===== config.mk =====
export PLATFORM = sky130hd
export DESIGN_NAME = stream_accum
export DESIGN_NICKNAME = d
export VERILOG_FILES = /design/src/rtl/stream_accum_pkg.sv /design/src/rtl/stream_accum.sv
export SDC_FILE = /design/constraint.sdc
export NUM_CORES = 1
export LEC_CHECK = 0
export CAP_MARGIN = 30
export CORE_MARGIN = 2
export CORE_UTILIZATION = 51
export DETAILED_ROUTE_END_ITERATION = 8
export GPL_TIMING_DRIVEN = 0
export PLACE_DENSITY = 0.76
export SYNTH_ARGS = -nofsm -noshare
export SYNTH_HDL_FRONTEND = slang
export SYNTH_SLANG_ARGS = --single-unit
export TNS_END_PERCENT = 5

===== constraint.sdc =====
create_clock -name clk -period 4.2 [get_ports clk]
set_clock_uncertainty 0.2 [all_clocks]
set_input_delay 0.63 -clock clk [delete_from_list [all_inputs] [get_ports clk]]
set_output_delay 0.63 -clock clk [all_outputs]
set_load 0.005 [all_outputs]

===== src/rtl/stream_accum_pkg.sv =====
// Shared definitions for the stream accumulator and its upstream FIFO.
//   DATA_W     : default word width
//   GROUP_DEF  : default number of words per full group
//   acc_state_t: ACC/OUT state encoding
package stream_accum_pkg;

    localparam int unsigned DATA_W    = 32;
    localparam int unsigned GROUP_DEF = 4;

    typedef enum logic {
        ST_ACC = 1'b0,
        ST_OUT = 1'b1
    } acc_state_t;

endpackage


===== src/rtl/stream_accum.sv =====
// Sums GROUP upstream words (or a flushed partial group) and presents the
// result on a valid/ready output with a word count and an overflow flag.
// Ports:
//   clk, reset           : clock, asynchronous active-high reset
//   in_val/in_data/in_rdy: upstream word handshake (in_rdy from state only)
//   flush                : emit the current partial group if non-empty
//   out_val/out_data     : result handshake, sum modulo 2^W
//   out_cnt              : number of words in out_data
//   out_ovf              : a carry out of bit W-1 happened inside the group
//   out_rdy              : downstream accepts the result
module stream_accum
    import stream_accum_pkg::*;
#(
    parameter int unsigned W     = DATA_W,
    parameter int unsigned GROUP = GROUP_DEF,
    localparam int unsigned CW   = $clog2(GROUP + 1)
) (
    input  logic          clk,
    input  logic          reset,
    input  logic          in_val,
    input  logic [W-1:0]  in_data,
    output logic          in_rdy,
    input  logic          flush,
    output logic          out_val,
    output logic [W-1:0]  out_data,
    output logic [CW-1:0] out_cnt,
    output logic          out_ovf,
    input  logic          out_rdy
);

    acc_state_t    r_state,    w_state_nxt;
    logic [W-1:0]  r_acc,      w_acc_nxt;
    logic [CW-1:0] r_cnt,      w_cnt_nxt;
    logic          r_ovf,      w_ovf_nxt;
    logic          r_in_rdy,   w_in_rdy_nxt;
    logic          r_out_val,  w_out_val_nxt;
    logic [W-1:0]  r_out_data, w_out_data_nxt;
    logic [CW-1:0] r_out_cnt,  w_out_cnt_nxt;
    logic          r_out_ovf,  w_out_ovf_nxt;

    logic          w_accept;
    logic [W:0]    w_sum;
    logic [CW-1:0] w_cnt_inc;
    logic          w_emit;

    // Inline adder; the extra MSB is the carry out of bit W-1.
    assign w_accept  = (r_state == ST_ACC) && in_val;
    assign w_sum     = {1'b0, r_acc} + {1'b0, in_data};
    assign w_cnt_inc = r_cnt + CW'(1);

    // Leave ACC on the GROUP-th word, or on flush when the group is non-empty
    // (counting a word accepted in the same cycle).
    assign w_emit = (w_accept && (w_cnt_inc == CW'(GROUP)))
                 || (flush && (w_accept || (r_cnt != '0)));

    // Next-state and next-output logic.
    always_comb begin
        w_state_nxt    = r_state;
        w_acc_nxt      = r_acc;
        w_cnt_nxt      = r_cnt;
        w_ovf_nxt      = r_ovf;
        w_in_rdy_nxt   = r_in_rdy;
        w_out_val_nxt  = r_out_val;
        w_out_data_nxt = r_out_data;
        w_out_cnt_nxt  = r_out_cnt;
        w_out_ovf_nxt  = r_out_ovf;

        case (r_state)
            ST_ACC: begin
                if (w_accept) begin
                    w_acc_nxt = w_sum[W-1:0];
                    w_cnt_nxt = w_cnt_inc;
                    w_ovf_nxt = r_ovf | w_sum[W];
                end
                if (w_emit) begin
                    w_state_nxt    = ST_OUT;
                    w_in_rdy_nxt   = 1'b0;
                    w_out_val_nxt  = 1'b1;
                    w_out_data_nxt = w_acc_nxt;
                    w_out_cnt_nxt  = w_cnt_nxt;
                    w_out_ovf_nxt  = w_ovf_nxt;
                end
            end
            ST_OUT: begin
                // Handoff cycle: clear everything, accept nothing this cycle.
                if (out_rdy) begin
                    w_state_nxt    = ST_ACC;
                    w_acc_nxt      = '0;
                    w_cnt_nxt      = '0;
                    w_ovf_nxt      = 1'b0;
                    w_in_rdy_nxt   = 1'b1;
                    w_out_val_nxt  = 1'b0;
                    w_out_data_nxt = '0;
                    w_out_cnt_nxt  = '0;
                    w_out_ovf_nxt  = 1'b0;
                end
            end
            default: begin
                w_state_nxt = ST_ACC;
            end
        endcase
    end

    // State and output registers.
    always_ff @(posedge clk or posedge reset) begin
        if (reset) begin
            r_state    <= ST_ACC;
            r_acc      <= '0;
            r_cnt      <= '0;
            r_ovf      <= 1'b0;
            r_in_rdy   <= 1'b1;
            r_out_val  <= 1'b0;
            r_out_data <= '0;
            r_out_cnt  <= '0;
            r_out_ovf  <= 1'b0;
        end else begin
            r_state    <= w_state_nxt;
            r_acc      <= w_acc_nxt;
            r_cnt      <= w_cnt_nxt;
            r_ovf      <= w_ovf_nxt;
            r_in_rdy   <= w_in_rdy_nxt;
            r_out_val  <= w_out_val_nxt;
            r_out_data <= w_out_data_nxt;
            r_out_cnt  <= w_out_cnt_nxt;
            r_out_ovf  <= w_out_ovf_nxt;
        end
    end

    assign in_rdy   = r_in_rdy;
    assign out_val  = r_out_val;
    assign out_data = r_out_data;
    assign out_cnt  = r_out_cnt;
    assign out_ovf  = r_out_ovf;

endmodule


==> results.sh <==
export IMPL_syn_mean_instance_area_um2=8.83
export IMPL_tightest_slew_ps=837
export IMPL_synthMuxAreaShare_pct=4.92
export IMPL_grt_first_pass_wirelength_um=22400
export IMPL_yosysSeqAreaShare_pct=38.3
export IMPL_synth_flop_cell="dfrtp_1"
export IMPL_area_delta_synth_final_pct=22.8
export IMPL_period_needed_ps=3810
export IMPL_first_global_vias=4370
export IMPL_initial_core_util_pct=52.9
export IMPL_grt_overflow=0
export IMPL_grt_max_degree=47
export IMPL_hold_path_class="reg -> reg"
export IMPL_clock_sinks=75
export IMPL_mostFrequentLayoutCell="nand2_1"
export IMPL_cts_tree="yes"
export IMPL_relSlewSlack_pct=44.2
export IMPL_rsz0062_at_grt="false"
export IMPL_yosysWarnings=0
export IMPL_place_inst=758
export IMPL_synth_simple_gate_area_share_pct=16.0
export IMPL_antenna_cells=0
export IMPL_hpwl_um=10400
export IMPL_synth_xor_area_share_pct=5.00
export IMPL_layout_drive_gt1_share_pct=4.96
export IMPL_register_area_um2=1880
export IMPL_multiInputGateArea_um2=2890
export IMPL_report_final_slew_viol_count=0
export IMPL_fin_ws_ps=386
export IMPL_place_port_buffers=72
export IMPL_cts_htree_levels=3
export IMPL_synth_compound_area_share_pct=23.7
export IMPL_critPathRequiredTime_ps=4210
export IMPL_routed_wl_um=14300
export IMPL_whs_path_depth=2
export IMPL_leakage_nw=2.73
export IMPL_fp_dieArea_um2=10400
export IMPL_fin_area_um2=6030
export IMPL_max_freq_mhz=262
export IMPL_die_x_um=102
export IMPL_die_y_um=102
export IMPL_layout_cells_non_filler=774
export IMPL_end_kind="flip-flop"
export IMPL_cts_setup_buffers=0
export IMPL_syn_cell_area_um2=4910
export IMPL_clkTransAtPathRegs_ps=90
export IMPL_setup_tns_final_ps=0
export IMPL_synth_seq_cells=75
export IMPL_start_kind="input pin"
export IMPL_post_route_period_util_pct=90.8
export IMPL_boundaryPins=75
export IMPL_synth_top_family_by_area="compound AO/OA/AOI/OAI gates"
export IMPL_status="finished, final reports clean"
export IMPL_dr_first_iter_drc_count=282
export IMPL_rows=35
export IMPL_place_ws_ps=96.8
export IMPL_viasPerCell=5.96
export IMPL_setup_viol=0
export IMPL_grt_util_all_layers_pct=28.2
export IMPL_crit_type="in -> reg"
export IMPL_critPathArrivalTime_ps=3830
export IMPL_synth_nets=629
export IMPL_hold_viol_final=0
export IMPL_ctsHoldBuffers=0
export IMPL_core_area_um2=9280
export IMPL_place_area_um2=5820
export IMPL_detail_route_antenna_nets=0
export IMPL_worstPathMaxFanout=4
export IMPL_synth_fa_ha_area_share_pct=9.33
export IMPL_insertion_delay_ps=360
export IMPL_synthArstFlopShare_pct=100
export IMPL_final_cell_mix="81 x nand2_1, 74 x dfrtp_1, 72 x clkdlybuf4s50_1, 58 x a21oi_1, 39 x nor2_1"
export IMPL_synthCells=556
export IMPL_cts_root_buffer="clkbuf_8"
export IMPL_avgRoutedWirePerCell_um=18.5
export IMPL_clk_path_buf_depth=2
export IMPL_drtPass1Iterations=5
export IMPL_drc_errors=0
export IMPL_synth_edf_count=0
export IMPL_via_count=4611
export IMPL_tritoncts_num_buffers=9
export IMPL_ctsResizeCount=0
export IMPL_antenna_found_initial=0
export IMPL_place_congestion=0.935
export IMPL_peakVddDrop_v=0.000346
export IMPL_max_cap_viol_count=0
export IMPL_fillerInstances=811
export IMPL_synth_cell_type_count=54
export IMPL_p_per_area_nw_per_um2=787
export IMPL_reg2reg_depth=10
export IMPL_fin_nets=713
[power by group]
group	switching (mW)	leakage [nW]	internal (mW)	total [mW]
logic	1.59	1.69	1.24	2.83
clock network	0.312	0.108	0.298	0.610
registers	0.245	0.937	1.06	1.31
total	2.15	2.73	2.60	4.75
[metal layers]
| layer | vias to the layer above | share of wire (%) | global-route usage [%] |
|---|---|---|---|
| met5 | - | 0 | 0 |
| met4 | 0 | 1.8 | 8.72 |
| met3 | 26 | 7.0 | 5.20 |
| met2 | 197 | 48 | 47.8 |
| met1 | 2210 | 43 | 36.8 |
| li1 | 2178 | - | - |
[stage by stage]
step	hold WS, ps	total power [mW]	util (%)
final	271	4.75	64.9
after global placement	249	4.00	62.4
after floorplan	248	3.14	-
after detailed placement	256	4.08	62.7
after global routing	299	5.11	64.9
after CTS	272	4.71	64.9
[layout make-up]
type,instances,share of cell area (%)
Buffer,29,1.81
Clock buffer,10,2.28
Timing Repair Buffer,73,12.4
Sequential cell,75,31.2
Multi-Input combinational cell,444,48.0
Inverter,8,0.540
Tap cell,129,2.68
Clock inverter,6,1.16
[cell usage after synthesis, drive strengths merged (8+ instances only)]
library cell  number  area (µm²)
nand2             81         304
dfrtp             74        1850
a21oi             59         299
nor2              39         146
o21ai             37         185
ha                35         438
clkbuf            24        90.1
a21o              23         173
xnor2             17         149
nand3             15        75.1
mux2i             14         140
xor2              11        96.3
a31oi             10        62.6
mux2               9         101
inv                8        30.0
[final timing paths]
check | start | to | slack, ps
max | in_data[0] | r_acc[16]$_DFFE_PP0P_ | 390
min | in_rdy$_DFFE_PP1P_ | in_rdy$_DFFE_PP1P_ | 270
max reg2reg | r_acc[0]$_DFFE_PP0P_ | r_acc[16]$_DFFE_PP0P_ | 690
min reg2reg | in_rdy$_DFFE_PP1P_ | in_rdy$_DFFE_PP1P_ | 270
max in group asynchronous | reset | r_acc[8]$_DFFE_PP0P_ | 2810
min in group asynchronous | reset | out_val$_DFFE_PP0P_ | 420
[registers in the layout, indices dropped and copies added (netlist names)]
register and cells:
out_data 32, r_acc 32, out_cnt 3, r_cnt 3
in_rdy 1, out_ovf 1, out_val 1, r_ovf 1
r_state 1
[critical path: stages]
cell	delay (ps)
clkdlybuf4s50_1	420
ha_1	230
fa_1	410
a21o_1	250
a221oi_4	360
nor4_2	120
o21bai_1	330
a21oi_1	130
or3_1	330
a31oi_1	460
o22ai_1	140
[cell families after synthesis]
kind of cell / after synthesis
flip-flops: 75
AO/OA/AOI/OAI: 182
XOR/XNOR: 28
AND/OR/NAND/NOR: 175
adder cells (fa/ha/maj): 36
buffers and inverters: 37
multiplexers: 23
No activity file was read; power rests on OpenSTA's default activity.
